==> src/rtl/mc_ctrl_pkg.sv <==
// Shared encodings for the multi-cycle MIPS-subset controller: states, instruction
// classes, opcode/funct constants and datapath select codes.
package mc_ctrl_pkg;

  typedef enum logic [2:0] {S_INIT, S_FETCH, S_DECODE, S_EXEC, S_MEM, S_WB} state_t;
  typedef enum logic [2:0] {C_ILL, C_R, C_ORI, C_LUI, C_LW, C_SW, C_BEQ, C_J} cls_t;

  localparam logic [5:0] OP_R    = 6'b000000;
  localparam logic [5:0] OP_ORI  = 6'b001101;
  localparam logic [5:0] OP_LUI  = 6'b001111;
  localparam logic [5:0] OP_LW   = 6'b100011;
  localparam logic [5:0] OP_SW   = 6'b101011;
  localparam logic [5:0] OP_BEQ  = 6'b000100;
  localparam logic [5:0] OP_J    = 6'b000010;
  localparam logic [5:0] FN_ADDU = 6'b100001;
  localparam logic [5:0] FN_SUBU = 6'b100011;

  localparam logic [1:0] EXT_ZERO  = 2'b00;
  localparam logic [1:0] EXT_SIGN  = 2'b01;
  localparam logic [1:0] EXT_UPPER = 2'b10;
  localparam logic [1:0] ALU_ADD   = 2'b00;
  localparam logic [1:0] ALU_SUB   = 2'b01;
  localparam logic [1:0] ALU_OR    = 2'b10;
  localparam logic [1:0] PC_INC    = 2'b00;
  localparam logic [1:0] PC_BR     = 2'b01;
  localparam logic [1:0] PC_JMP    = 2'b10;
  localparam logic [1:0] WB_ALU    = 2'b00;
  localparam logic [1:0] WB_MEM    = 2'b01;
  localparam logic [1:0] WB_EXT    = 2'b10;

  // Extender mode a class needs in EXEC; WB keeps the same value so lui/lw data stays stable.
  function automatic logic [1:0] ext_of(cls_t c);
    case (c)
      C_LUI:      return EXT_UPPER;
      C_LW, C_SW: return EXT_SIGN;
      default:    return EXT_ZERO;
    endcase
  endfunction

endpackage

==> src/rtl/mc_decode.sv <==
// Combinational instruction classifier: opcode/funct -> class, subtract flag, illegal.
module mc_decode
  import mc_ctrl_pkg::*;
#(
  parameter int OPC_W = 6
) (
  input  logic [OPC_W-1:0] opcode,
  input  logic [5:0]       funct,
  output cls_t             cls,
  output logic             sub,
  output logic             illegal
);

  always_comb begin
    cls = C_ILL;
    sub = 1'b0;
    case (opcode)
      OP_R: begin
        case (funct)
          FN_ADDU: cls = C_R;
          FN_SUBU: begin cls = C_R; sub = 1'b1; end
          default: cls = C_ILL;
        endcase
      end
      OP_ORI:  cls = C_ORI;
      OP_LUI:  cls = C_LUI;
      OP_LW:   cls = C_LW;
      OP_SW:   cls = C_SW;
      OP_BEQ:  cls = C_BEQ;
      OP_J:    cls = C_J;
      default: cls = C_ILL;
    endcase
    illegal = (cls == C_ILL);
  end

endmodule

==> src/rtl/mc_ctrl.sv <==
// Multi-cycle control FSM: fetch/decode/exec/mem/wb over a shared ALU and one memory port.
// Outputs are Moore-decoded from state and latched class; mem_ready/alu_zero are the only Mealy terms.
module mc_ctrl
  import mc_ctrl_pkg::*;
#(
  parameter int OPC_W = 6,
  parameter int CNT_W = 32
) (
  input  logic             clk,
  input  logic             rst_n,
  input  logic [OPC_W-1:0] opcode,
  input  logic [5:0]       funct,
  input  logic             alu_zero,
  input  logic             mem_ready,
  output logic             mem_req,
  output logic             mem_we,
  output logic             mem_sel,
  output logic             ir_we,
  output logic             pc_we,
  output logic [1:0]       pc_src,
  output logic             ab_we,
  output logic [1:0]       ext_op,
  output logic             alu_src_b,
  output logic [1:0]       alu_op,
  output logic             rf_we,
  output logic             reg_dst,
  output logic [1:0]       wb_sel,
  output logic             illegal,
  output logic             retire,
  output logic [CNT_W-1:0] retired_cnt
);

  state_t           state_q, state_d;
  cls_t             cls_q, dec_cls;
  logic             sub_q, dec_sub, dec_ill;
  logic             ill_q;
  logic [CNT_W-1:0] cnt_q;

  mc_decode #(.OPC_W(OPC_W)) u_dec (
    .opcode  (opcode),
    .funct   (funct),
    .cls     (dec_cls),
    .sub     (dec_sub),
    .illegal (dec_ill)
  );

  always_ff @(posedge clk or negedge rst_n) begin
    if (!rst_n) begin
      state_q <= S_INIT;
      cls_q   <= C_ILL;
      sub_q   <= 1'b0;
      ill_q   <= 1'b0;
      cnt_q   <= '0;
    end else begin
      state_q <= state_d;
      if (state_q == S_DECODE) begin
        cls_q <= dec_cls;
        sub_q <= dec_sub;
        if (dec_ill) ill_q <= 1'b1;
      end
      if (retire) cnt_q <= cnt_q + CNT_W'(1);
    end
  end

  always_comb begin
    state_d   = state_q;
    mem_req   = 1'b0;
    mem_we    = 1'b0;
    mem_sel   = 1'b0;
    ir_we     = 1'b0;
    pc_we     = 1'b0;
    pc_src    = PC_INC;
    ab_we     = 1'b0;
    ext_op    = EXT_ZERO;
    alu_src_b = 1'b0;
    alu_op    = ALU_ADD;
    rf_we     = 1'b0;
    reg_dst   = 1'b0;
    wb_sel    = WB_ALU;
    retire    = 1'b0;
    case (state_q)
      S_INIT: state_d = S_FETCH;
      S_FETCH: begin
        mem_req = 1'b1;
        if (mem_ready) begin
          ir_we   = 1'b1;
          pc_we   = 1'b1;
          state_d = S_DECODE;
        end
      end
      S_DECODE: begin
        ab_we   = 1'b1;
        ext_op  = EXT_SIGN;
        state_d = dec_ill ? S_FETCH : S_EXEC;
      end
      S_EXEC: begin
        ext_op = ext_of(cls_q);
        case (cls_q)
          C_R: begin
            alu_op  = sub_q ? ALU_SUB : ALU_ADD;
            state_d = S_WB;
          end
          C_ORI: begin
            alu_src_b = 1'b1;
            alu_op    = ALU_OR;
            state_d   = S_WB;
          end
          C_LUI: state_d = S_WB;
          C_LW, C_SW: begin
            alu_src_b = 1'b1;
            state_d   = S_MEM;
          end
          C_BEQ: begin
            alu_op  = ALU_SUB;
            pc_src  = PC_BR;
            pc_we   = alu_zero;
            retire  = 1'b1;
            state_d = S_FETCH;
          end
          C_J: begin
            pc_src  = PC_JMP;
            pc_we   = 1'b1;
            retire  = 1'b1;
            state_d = S_FETCH;
          end
          default: state_d = S_FETCH;
        endcase
      end
      S_MEM: begin
        mem_req = 1'b1;
        mem_sel = 1'b1;
        mem_we  = (cls_q == C_SW);
        if (mem_ready) begin
          if (cls_q == C_SW) begin
            retire  = 1'b1;
            state_d = S_FETCH;
          end else begin
            state_d = S_WB;
          end
        end
      end
      S_WB: begin
        rf_we   = 1'b1;
        reg_dst = (cls_q == C_R);
        ext_op  = ext_of(cls_q);
        wb_sel  = (cls_q == C_LW) ? WB_MEM : (cls_q == C_LUI) ? WB_EXT : WB_ALU;
        retire  = 1'b1;
        state_d = S_FETCH;
      end
      default: state_d = S_INIT;
    endcase
  end

  assign illegal     = ill_q;
  assign retired_cnt = cnt_q;

endmodule

==> config.mk <==
export PLATFORM = sky130hd
export DESIGN_NAME = mc_ctrl
export DESIGN_NICKNAME = d
export VERILOG_FILES = /design/src/rtl/mc_ctrl_pkg.sv /design/src/rtl/mc_decode.sv /design/src/rtl/mc_ctrl.sv
export SDC_FILE = /design/constraint.sdc
export NUM_CORES = 1
export LEC_CHECK = 0
export ABC_AREA = 1
export ABC_CLOCK_PERIOD_IN_PS = 3100
export BUFFER_PORTS_ARGS = -buffer_cell sky130_fd_sc_hd__buf_2
export CORE_UTILIZATION = 30
export DETAILED_ROUTE_END_ITERATION = 8
export PLACE_DENSITY_LB_ADDON = 0.15
export SLEW_MARGIN = 25
export SYNTH_ARGS = -nofsm -noshare
export SYNTH_HDL_FRONTEND = slang
export SYNTH_SLANG_ARGS = --single-unit
==> constraint.sdc <==
create_clock -name clk -period 3.1 [get_ports clk]
set_input_delay 0 -clock clk [delete_from_list [all_inputs] [get_ports clk]]
set_output_delay 0 -clock clk [all_outputs]
set_load 0.02 [all_outputs]
**Word-level counts from Yosys, hierarchy flattened**

Index checks and enable logic that the tools add are counted.

- Output and inout port bits: 51
- Flip-flop bits (word level): 40
- Input bits: 16

- Mux-type cells: 36
- Add/subtract/negate cells: 1
- Reduce and logical (&&, ||, !) cells: 13
- Equal/unequal tests: 22

Operators by type and width:

| operator | number |
|---|---|
| 32-bit by 1-bit adder with 32-bit output (second input constant) | 1 |
| 6-bit equality test (second input constant) | 4 |
| 3-bit case mux with 7 select lines | 1 |
| 3-bit equality test (second input constant) | 6 |
| 1-bit 2-to-1 mux | 17 |
| 3-bit case mux with 5 select lines | 1 |
| 3-bit by 2-bit equality test with 1-bit output (second input constant) | 4 |
| 6-bit by 4-bit equality test with 1-bit output (second input constant) | 2 |
| 2-bit 2-to-1 mux | 6 |
| 2-bit case mux with 2 select lines | 3 |
| 2-bit OR reduction | 6 |
| 3-bit 2-to-1 mux | 3 |
| 3-bit by 1-bit equality test with 1-bit output (second input constant) | 2 |
| 6-bit by 2-bit equality test with 1-bit output (second input constant) | 1 |
| 6-bit by 3-bit equality test with 1-bit output (second input constant) | 1 |
| 3-bit zero test | 2 |
| 6-bit zero test | 1 |
| 2-bit case mux with 3 select lines | 1 |
| 3-bit case mux with 2 select lines | 1 |
| 3-bit OR reduction | 2 |
| 2-bit != test (second input constant) | 2 |
| 1-bit case mux with 2 select lines | 2 |
| 2-bit AND reduction | 2 |
| 1-bit case mux with 3 select lines | 1 |

**Logic depth before layout (Yosys ltp)**

Gate-level depths: netlist (run 1).

- Depth in word-level cells: 7
- Depth in mapped cells: 11
- Depth with buffers taken out: 10

**By module**

From an unflattened synthesis (run 1), not the netlist that was laid out.

- Cell total of the unflattened synthesis: 369
- Area, all modules: 2601.2 um^2

Modules (own cells, without submodules):

| module | area an instance (um^2) | seq. area each (um^2) | times used | cells an instance |
|---|---|---|---|---|
| mc_ctrl | 2406.1 | 1001.0 | 1 | 327 |
| mc_decode | 195.2 | 0.0 | 1 | 42 |

**Worst setup path before layout (run 1)**

OpenSTA, ideal clock, no wires.

- Path type: reg-to-reg
- Start: register cnt_q[0], in the netlist retired_cnt[0]
- End: register cnt_q[26], in the netlist retired_cnt[26]
- Required time: 2.983 ns
- Stages on the path, launching flop included: 10
- Arrival: 1.498 ns
- Period minus slack after synthesis: 1.615 ns
- Slack: 1.485 ns
- Cell sequence: dfrtp_1 -> ha_1 -> nand3_1 -> inv_2 -> nand2_1 -> nor2_1 -> nand2_1 -> xor2_1 -> nand2_1 -> nand2_1

- Longest elaborated chain between the ends: 1

RTL lines:

| what | RTL line | source |
|---|---|---|
| from (decl) | mc_ctrl.sv:37 | `logic [CNT_W-1:0] cnt_q;` |
| from (signal assigned) | mc_ctrl.sv:61 | `if (retire) cnt_q <= cnt_q + CNT_W'(1);` |
| 32-bit by 1-bit adder with 32-bit output | mc_ctrl.sv:61 |  |

Every way passes these cells.
A chain may end at the register's enable or synchronous reset.

**Worst setup path in the final report (run 1)**

- Start: register cls_q[1]
- End: output retire

- Longest elaborated chain between the ends: 4
- Elaborated cells on any way between the ends: 8

RTL lines:

| what | RTL line | source |
|---|---|---|
| from (decl) | mc_ctrl.sv:34 | `cls_t cls_q, dec_cls;` |
| from (signal assigned) | mc_ctrl.sv:57 | `cls_q <= dec_cls;` |
| 3-bit equality test (on tied branches) | mc_ctrl.sv:134, mc_ctrl.sv:98 |  |
| 1-bit 2-to-1 mux or 2-bit OR reduction (tied branches) | - |  |
| 1-bit 2-to-1 mux (on tied branches) | mc_ctrl.sv:133, mc_ctrl.sv:98 |  |
| 1-bit case mux with 3 select lines (*) | mc_ctrl.sv:81 | `case (state_q)` |
| to (decl) | mc_ctrl.sv:29 | `output logic retire,` |

Every way passes the cells marked *; elsewhere a longest branch is shown, timed or not.

==> results summary, run 1 <==
Power spread over the standard cell area amounts to 525 nW/um^2. Tracing the worst setup path back leads to its startpoint at cls_q[1]. The aggregate global routing overflow came out at 0. The transition at the pin with the smallest max-transition slack came out at 536 ps.

The last weighted congestion value of the routability-driven placer is slightly above 0.8. The tree is rooted in a sky130_fd_sc_hd__clkbuf_8. The maximum fanout along the worst path came out at 37. The die width is 95.2 um.

The mean area per synthesized cell came out at 6.68 um^2. The number of global-route vias before repair is ~2.4k. Dividing the detail-routed via count by the number of cells gives 4.64. The final count of negative-setup-slack endpoints is 0. The core region is 8300 um^2.

The detailed-router iteration count before antenna repair came out at 5. The final routed wire length divided by cell count is 12.2 um. The remaining routing DRC violations came out at 0. The number of gates resized after CTS was 0.

The final antenna-violating net count is 0. Setup repair after global routing left no endpoint under its margin. The shortest period the worst path allows is 1910 ps. The sequential-to-total area share from yosys stat came out at 0.384. Derived from the worst setup path, the maximum achievable clock frequency is 0.525 GHz. The start point of the worst min-delay path is funct[4].

The arrival time at the worst endpoint came out at 1910 ps. Registers take 1000 um^2. The fraction of layout instances using a drive strength above 1 came out at 0.208. Setup slack on the critical path of the routed design comes to 1190 ps.

In the finished design, the share of the clock period the worst path needs comes to 0.615. The number of nets handed over by synthesis was 407. The placed wire-length estimate after detailed placement is roughly 5.4 mm. The setup skew after layout came out at 7.17 ps. STA puts the critical path data required time at 3100 ps. 0 antenna diodes ended up in the layout. The pin count of the biggest net entering global routing is 41.

The placed instances occupy a cell area of 3040 um^2. The sort of element at the start of the critical path is a register. The tightest min-delay check is of the in -> reg type. During synthesis, Yosys emitted a total of 0 warnings. The synthesized netlist contains 31 unique library cells.

STA classifies the critical path endpoint as an output pin. The first global-routing pass estimated roughly 12 mm of wire. In this run, CTS created clock tree buffers numbering 5. The initial utilization of the core area, before any placement, comes to 0.314. The number of antenna violations at the first check in global routing came to 0.

The remaining max-slew budget at the tightest pin is 0.643. The combined area of the multi-input logic cells is 1420 um^2. The insertion delay to the later sink of the worst-skew pair is 300 ps. TritonCTS built the clock tree.

The final max-slew violation count was 0. The die area came out at between 9000 and 10000 um^2. Buffers inserted to repair hold after CTS numbered 2. The critical setup path kind is reg -> out. The post-CTS repair timing setup buffer count came out at 0. In the global route stage, overall resource usage came out at 0.167.

The number of violations of the max-capacitance limit is 0. The final-report hold violation count was 0. The leakage power of the design is 0.00158 uW.

The number of inserted filler cells in the final layout is approximately 900. The summed instance area of the synthesized netlist came out at 2610 um^2. The clock input transition at the sequential cells of the worst setup and hold paths is roughly 80 ps. The count of port buffers added during placement is 66. The number of DRC markers after the initial detailed-route iteration is ~100. The number of sinks handled by clock tree synthesis is 40. The net count reported at finish came out at 478.

Summing all non-filler instances in the final layout gives an area of 3150 um^2. Before CTS, the worst setup slack after placement is 1310 ps. The routed design has 6.94 mm of wire. The post-route setup TNS is 0 ps.

The final hold slack came out at 58.9 ps. The count of state elements after synthesis is 40. The I/O pin total came out at 67.

The total power came out at around 1700 uW. The launching point of the worst reg2reg path is cls_q[1]. The CTS H-tree depth came out at 2.

After floorplanning, the core was divided into 33 placement rows. The worst IR drop on VDD is 0.242 mV. The die height came out at 95.2 um.

The deepest clock path buffer count came out at 2. The gate count of the mapped netlist came out at 390. The via count is 2630. Compared with the post-synthesis result, the final layout area differs by 21.0%.

The run finished with clean final reports.
cell usage in the layout, fill, tap and decap left out, types with 2 or more instances in the layout:
master	n
sky130_fd_sc_hd__nand3_1	23
sky130_fd_sc_hd__nand2_2	6
sky130_fd_sc_hd__clkbuf_8	6
sky130_fd_sc_hd__a21boi_0	2
sky130_fd_sc_hd__nand4_1	8
sky130_fd_sc_hd__o21ai_0	9
sky130_fd_sc_hd__nor2_1	67
sky130_fd_sc_hd__nand2_1	142
sky130_fd_sc_hd__o21ai_1	4
sky130_fd_sc_hd__dlygate4sd3_1	2
sky130_fd_sc_hd__nor3_1	3
sky130_fd_sc_hd__xnor2_1	13
sky130_fd_sc_hd__inv_2	8
sky130_fd_sc_hd__and3_1	2
sky130_fd_sc_hd__dfrtp_1	40
sky130_fd_sc_hd__clkinv_2	2
sky130_fd_sc_hd__a21oi_1	5
sky130_fd_sc_hd__inv_1	32
sky130_fd_sc_hd__xor2_1	7
sky130_fd_sc_hd__nand3b_1	2
sky130_fd_sc_hd__buf_2	65
sky130_fd_sc_hd__nor3_2	3
registers in the layout, summed over array words and instances (netlist names):
name / flops
cls_q: 3
illegal: 1
retired_cnt: 32
state_q: 3
sub_q: 1
worst paths after layout:
check / to / slack (ps) / cells past startpoint
min reg2reg: sub_q / 500 / 2
max: retire / 1190 / 8
max in group asynchronous: retired_cnt[4] / 2520 / 2
min in group asynchronous: retired_cnt[10] / 230 / 2
max reg2reg: retired_cnt[15] / 1290 / 10
min: sub_q / 60 / 6
stage by stage:
step,utilization,std cells
2_1_floorplan,-,390
3_3_place_gp,0.366,557
3_5_place_dp,0.366,557
4_1_cts,0.380,567
5_1_grt,0.380,567
6_report,0.380,567
worst max-delay path, stage by stage, from the launching register on:
cell,delay (ps)
sky130_fd_sc_hd__dfrtp_1,440
sky130_fd_sc_hd__inv_2,120
sky130_fd_sc_hd__nand2_2,100
sky130_fd_sc_hd__nor2_1,120
sky130_fd_sc_hd__inv_2,60
sky130_fd_sc_hd__nor2_4,80
sky130_fd_sc_hd__nand2_2,70
sky130_fd_sc_hd__nand2_4,350
sky130_fd_sc_hd__buf_2,250
Yosys cell counts (all sizes together):
| master | instances | area (um^2) |
|---|---|---|
| nor2 | 69 | 269 |
| buf | 4 | 28.8 |
| and3 | 2 | 12.5 |
| nand2 | 149 | 582 |
| ha | 1 | 12.5 |
| o21ai | 13 | 65.1 |
| o211ai | 1 | 7.51 |
| a21oi | 5 | 25.0 |
| xnor2 | 13 | 114 |
| nor3b | 1 | 7.51 |
| nor3 | 6 | 45.0 |
| nand4 | 8 | 50.1 |
| xor2 | 7 | 61.3 |
| dfrtp | 40 | 1000 |
| nand3b | 2 | 15.0 |
| inv | 41 | 156 |
| a21boi | 2 | 15.0 |
| nand3 | 24 | 125 |
| nor4 | 1 | 6.26 |
| o21bai | 1 | 7.51 |
cells by family (layout without fill, tap and decap cells):
group | Yosys count | in the layout | synth area share
xor gates and xnor gates | 20 | 20 | 0.0672
and+or+nand+nor | 262 | 262 | 0.427
DFF | 40 | 40 | 0.384
buffers and inverters | 45 | 117 | 0.0711
AOI/OAI and AO/OA | 22 | 22 | 0.0461
adders and majority gates | 1 | 1 | 0.00480
per-layer routing:
layer | vias up | track usage | wire [um]
li1 | 1360 | - | -
met3 | 9 | 0.0279 | 283
met2 | 64 | 0.270 | 3060
met1 | 1197 | 0.229 | 3470
met4 | 0 | 0.0505 | 114
met5 | - | 0 | 0
layout make-up:
cell class	count	share of cell area
tap	105	0.0417
sequential	40	0.317
timing repair buffer	68	0.112
clock buffer	6	0.0262
multi-input combinational	305	0.450
inverter	41	0.0496
clock inverter	2	0.00317
power breakdown:
group	total [uW]	internal [uW]	switching, uW
Sequential	708	596	112
Clock	369	178	192
Combinational	578	175	403
Total	1660	949	706
Note: power is estimated with default switching activity, not from simulation.
==> run 2: changes to the inputs <==
ABC_AREA = 0   (was 1)
ABC_CLOCK_PERIOD_IN_PS = 1800   (was 3100)
clock period = 1.8 ns   (was 3.1 ns; I/O delays follow)
==> run 2 against run 1 <==
Worst hold slack lost 12 ps. Synthesized area fell by 16%. Wire length is 23% lower. Non-clock buffer count grew 31. Cell area is 2.5% lower. Critical path type unchanged.
==> results summary, run 2 <==
The antenna diode count is 0 (unchanged). The leakage power of the design is 0.00160 uW (+1.5%). The power per unit of standard cell area came out at 1020 nW/um^2 (+94%).

The library cells used most frequently in the layout, excluding fill and tap cells, are 65 x sky130_fd_sc_hd__buf_2, 40 x sky130_fd_sc_hd__dfrtp_1, 32 x sky130_fd_sc_hd__nand2_1, 30 x sky130_fd_sc_hd__buf_4, 19 x sky130_fd_sc_hd__xor2_1. The area added between synthesis and finish came out at 39.7%. The clock input transition at the sequential cells of the worst setup and hold paths came out at 80 ps (about the same). The setup skew after layout is 3.46 ps (-3.72 ps). By instance count, the cell type seen most on the critical path is sky130_fd_sc_hd__buf_4. The data required time at the worst endpoint is 1800 ps (-1300 ps). The mean area per synthesized cell is 9.10 um^2 (+36%).

The area of all placed cells without fillers came out at 3080 um^2 (-2.5%). In this run the worst setup path begins at state_q[0]. The critical setup path kind is reg -> out.

The net count reported at finish came to 357 (-25%). STA classifies the critical path endpoint as an output pin. The area fraction of the dominant cell type after synthesis came out at 0.455 (+0.0705). The number of core rows was 30 (-9.1%). The post-placement cell area came to 2820 um^2 (-7.2%). The prevailing post-synth register cell is sky130_fd_sc_hd__dfrtp_1. The last weighted congestion value of the routability-driven placer is 0.739 (-8.2%). The part of the total power dissipated in sequential elements came out at 0.350 (-0.078). The effective utilization at floorplan came out at 0.317 (+0.00308). The summed instance area of the synthesized netlist came out at 2200 um^2 (-16%). The pin count of the biggest net entering global routing came out at 41 (unchanged).

By count the netlist is led by 40 x sky130_fd_sc_hd__dfrtp_1, 32 x sky130_fd_sc_hd__nand2_1, 21 x sky130_fd_sc_hd__nor2_1. The maximum fanout along the worst path came out at 9 (-76%). The die width came to 87.7 um (-7.9%). The worst setup margin came out at 28.2 ps (-1170 ps).

The final antenna-violating net count came to 0 (unchanged). The total power is 3140 uW (+89%). The number of inserted filler cells in the final layout is 702 (-22%). The average via count per standard cell came out at 4.68 (+0.89%).

The worst min-delay path class is in -> reg. The die height is 87.7 um (-7.9%). The worst setup path is launched from a register. The number of antenna violations at the first check in global routing is 0 (unchanged). The final routed wire length divided by cell count came out at 12.3 um (+0.52%).

The worst path in the final design needs a cycle of approximately 1800 ps, including I/O delays and setup. The library cell used most frequently in the layout, excluding fill and tap cells, is sky130_fd_sc_hd__buf_2. The insertion delay to the later sink of the worst-skew pair is 290 ps (about the same). The final-report hold violation count is 0 (unchanged).

The remaining max-slew budget at the tightest pin came to 0.658 (+0.0158). The sequential-to-total area share from yosys stat is 0.455 (+0.0705). The area of the placeable core came to 6940 um^2 (-16%).

The arrival time at the worst endpoint is 1770 ps (-140 ps). The final count of negative-setup-slack endpoints is 0 (unchanged). The net count of the mapped netlist came out at 259 (-36%). The CTS tree is built. The worst slack at placement is 35.2 ps (-1270 ps).

Setup repair after global routing could not meet its margin everywhere. Walking the worst path, the cells encountered are or3b_4 > nor3_4 > buf_4 > nor2_4 > inv_2 > buf_4. The sum of routed wire length over all layers came to 5.37 mm (-23%). In the post-synthesis netlist, the cell with the most instances is sky130_fd_sc_hd__dfrtp_1. The detailed-router iteration count before antenna repair is 4 (-1). The final max-slew violation count came out at 0 (unchanged). The via count was 2045 (-22%). The cell internal power dissipation came to 1950 uW (+110%).

The portion of the clock cycle consumed by the worst path in the final layout came out at 0.984. The I/O pin total came to 67 (unchanged). The share of async-settable or async-resettable flops after synthesis came to 1.00 (unchanged). The cell at the slowest stage of the critical path is sky130_fd_sc_hd__or3b_4.

The gate count of the mapped netlist came to 242 (-38%). The start point of the worst min-delay path is opcode[1]. The deepest clock path buffer count was 2 (unchanged). The count of state elements after synthesis is 40 (unchanged). The flow ran to the end, and the final reports show no timing, DRC or antenna violations. The number of global-route vias before repair came to 1923 (-21%). The number of warnings issued by yosys is 0 (unchanged).

The placed wire-length estimate after detailed placement came out at 4.04 mm (-25%). The net switching power came out at 1190 uW (+68%). The maximum achievable frequency is 0.564 GHz. The post-synthesis cell type count came out at 41 (+32%).

The number of DRC markers after the initial detailed-route iteration came out at 91 (-13%). The TritonCTS buffer count came out at 5 (unchanged). The number of flops mapped to enable cells by yosys came out at 0 (unchanged). The clock share of power came out at 0.229 (+0.006). The count of port buffers added during placement came out at 66 (unchanged).

The flip-flop count of the largest register, all copies and words added came to 32 (unchanged). The fraction of layout instances using a drive strength above 1 came to 0.361 (+0.153). The CTS H-tree depth came to 2 (unchanged). CTS placed an instance of sky130_fd_sc_hd__clkbuf_8 at the clock tree root. The most area-hungry cell type in the Yosys netlist is sky130_fd_sc_hd__dfrtp_1. The combinational power share is 0.421 (+0.072). In the post-synthesis netlist, the biggest area contributors are sky130_fd_sc_hd__dfrtp_1 45%, sky130_fd_sc_hd__xor2_1 7.6%, sky130_fd_sc_hd__xnor2_1 5.6%. The number of violations of the max-capacitance limit was 0 (unchanged).

The transition at the pin with the smallest max-transition slack is 512 ps (-23.7 ps). The remaining routing DRC violations was 0 (unchanged). The switching power share of the total came out at 0.379 (-0.0479). The number of sinks handled by clock tree synthesis came out at 40 (unchanged).

The aggregate global routing overflow came out at 0 (unchanged). The overall routing resource usage came to 0.148 (-0.0192). The die area came out at 7690 um^2 (-15%). The largest stage delay on the critical path is 410 ps (-30 ps). The worst IR drop on VDD is 0.535 mV (+120%).

The global-route wire length before repair is 8.92 mm (-24%). The worst register-to-register path begins at state_q[0].
[run 2: power by group through the flow]
stage / combinational, uW / clock (uW) / sequential (uW)
2_1_floorplan: 747 / 0 / 1180
3_3_place_gp: 1270 / 0 / 1120
3_5_place_dp: 1280 / 0 / 1110
4_1_cts: 1290 / 747 / 1100
5_1_grt: 1470 / 779 / 1110
6_report: 1320 / 720 / 1100
[run 2: metal layers]
metal  wire length, um  vias to the layer above  GRT usage
met5                 0                        -          0
met4                70                        0     0.0492
met3               185                        7     0.0330
met2              2540                       44      0.237
met1              2580                      957      0.199
li1                  -                     1037          -
[run 2: cells by family (layout without fill, tap and decap cells)]
logic type / Yosys count / after routing / share of synthesized area
AND/OR/NAND/NOR: 116 / 116 / 0.276
flip-flops: 40 / 40 / 0.455
XOR/XNOR: 33 / 33 / 0.131
AO/OA/AOI/OAI: 31 / 31 / 0.0926
buffers and inverters: 20 / 119 / 0.0358
adder cells (fa/ha/maj): 1 / 1 / 0.00568
multiplexers: 1 / 1 / 0.00455
[run 2: through the flow]
stage	utilization	instances	hold WS (ps)	TNS, ps
after floorplan	-	242	-296	0
after global placement	0.406	423	99.9	0
after detailed placement	0.406	423	97.6	0
after CTS	0.428	435	42.1	-14.7
after global routing	0.443	437	66.9	-573
final	0.443	437	46.8	0
[run 2: critical path: cells and delay by family, from the launching register on]
kind | cells | cell delay, ps
AND/OR/NAND/NOR | 3 | 690
buffers and inverters | 3 | 400
flip-flops | 1 | 380
[run 2: final cells by class]
| type | count | area (um^2) | share of cell area |
|---|---|---|---|
| Sequential cell | 40 | 1000 | 0.325 |
| Clock buffer | 6 | 72.6 | 0.0236 |
| Clock inverter | 2 | 35.0 | 0.0114 |
| Timing Repair Buffer | 99 | 591 | 0.192 |
| Tap cell | 96 | 120 | 0.0391 |
| Inverter | 12 | 45.0 | 0.0146 |
| Multi-Input combinational cell | 182 | 1210 | 0.394 |
[run 2: final timing paths]
path / endpoint / slack [ps] / cells after the start
max in group asynchronous: state_q[1] / 1150 / 3
min: cls_q[0] / 50 / 3
min reg2reg: illegal / 460 / 1
max reg2reg: retired_cnt[7] / 30 / 6
max: retire / 30 / 6
min in group asynchronous: retired_cnt[15] / 300 / 3
[run 2: timing repair]
action	CTS	global route
endpoints found under the setup margin	1	27
pin swaps	0	4
gates resized for setup	0	18
hold endpoints to repair	43	0
hold buffers	4	0
setup buffers	0	2
gates cloned	0	0
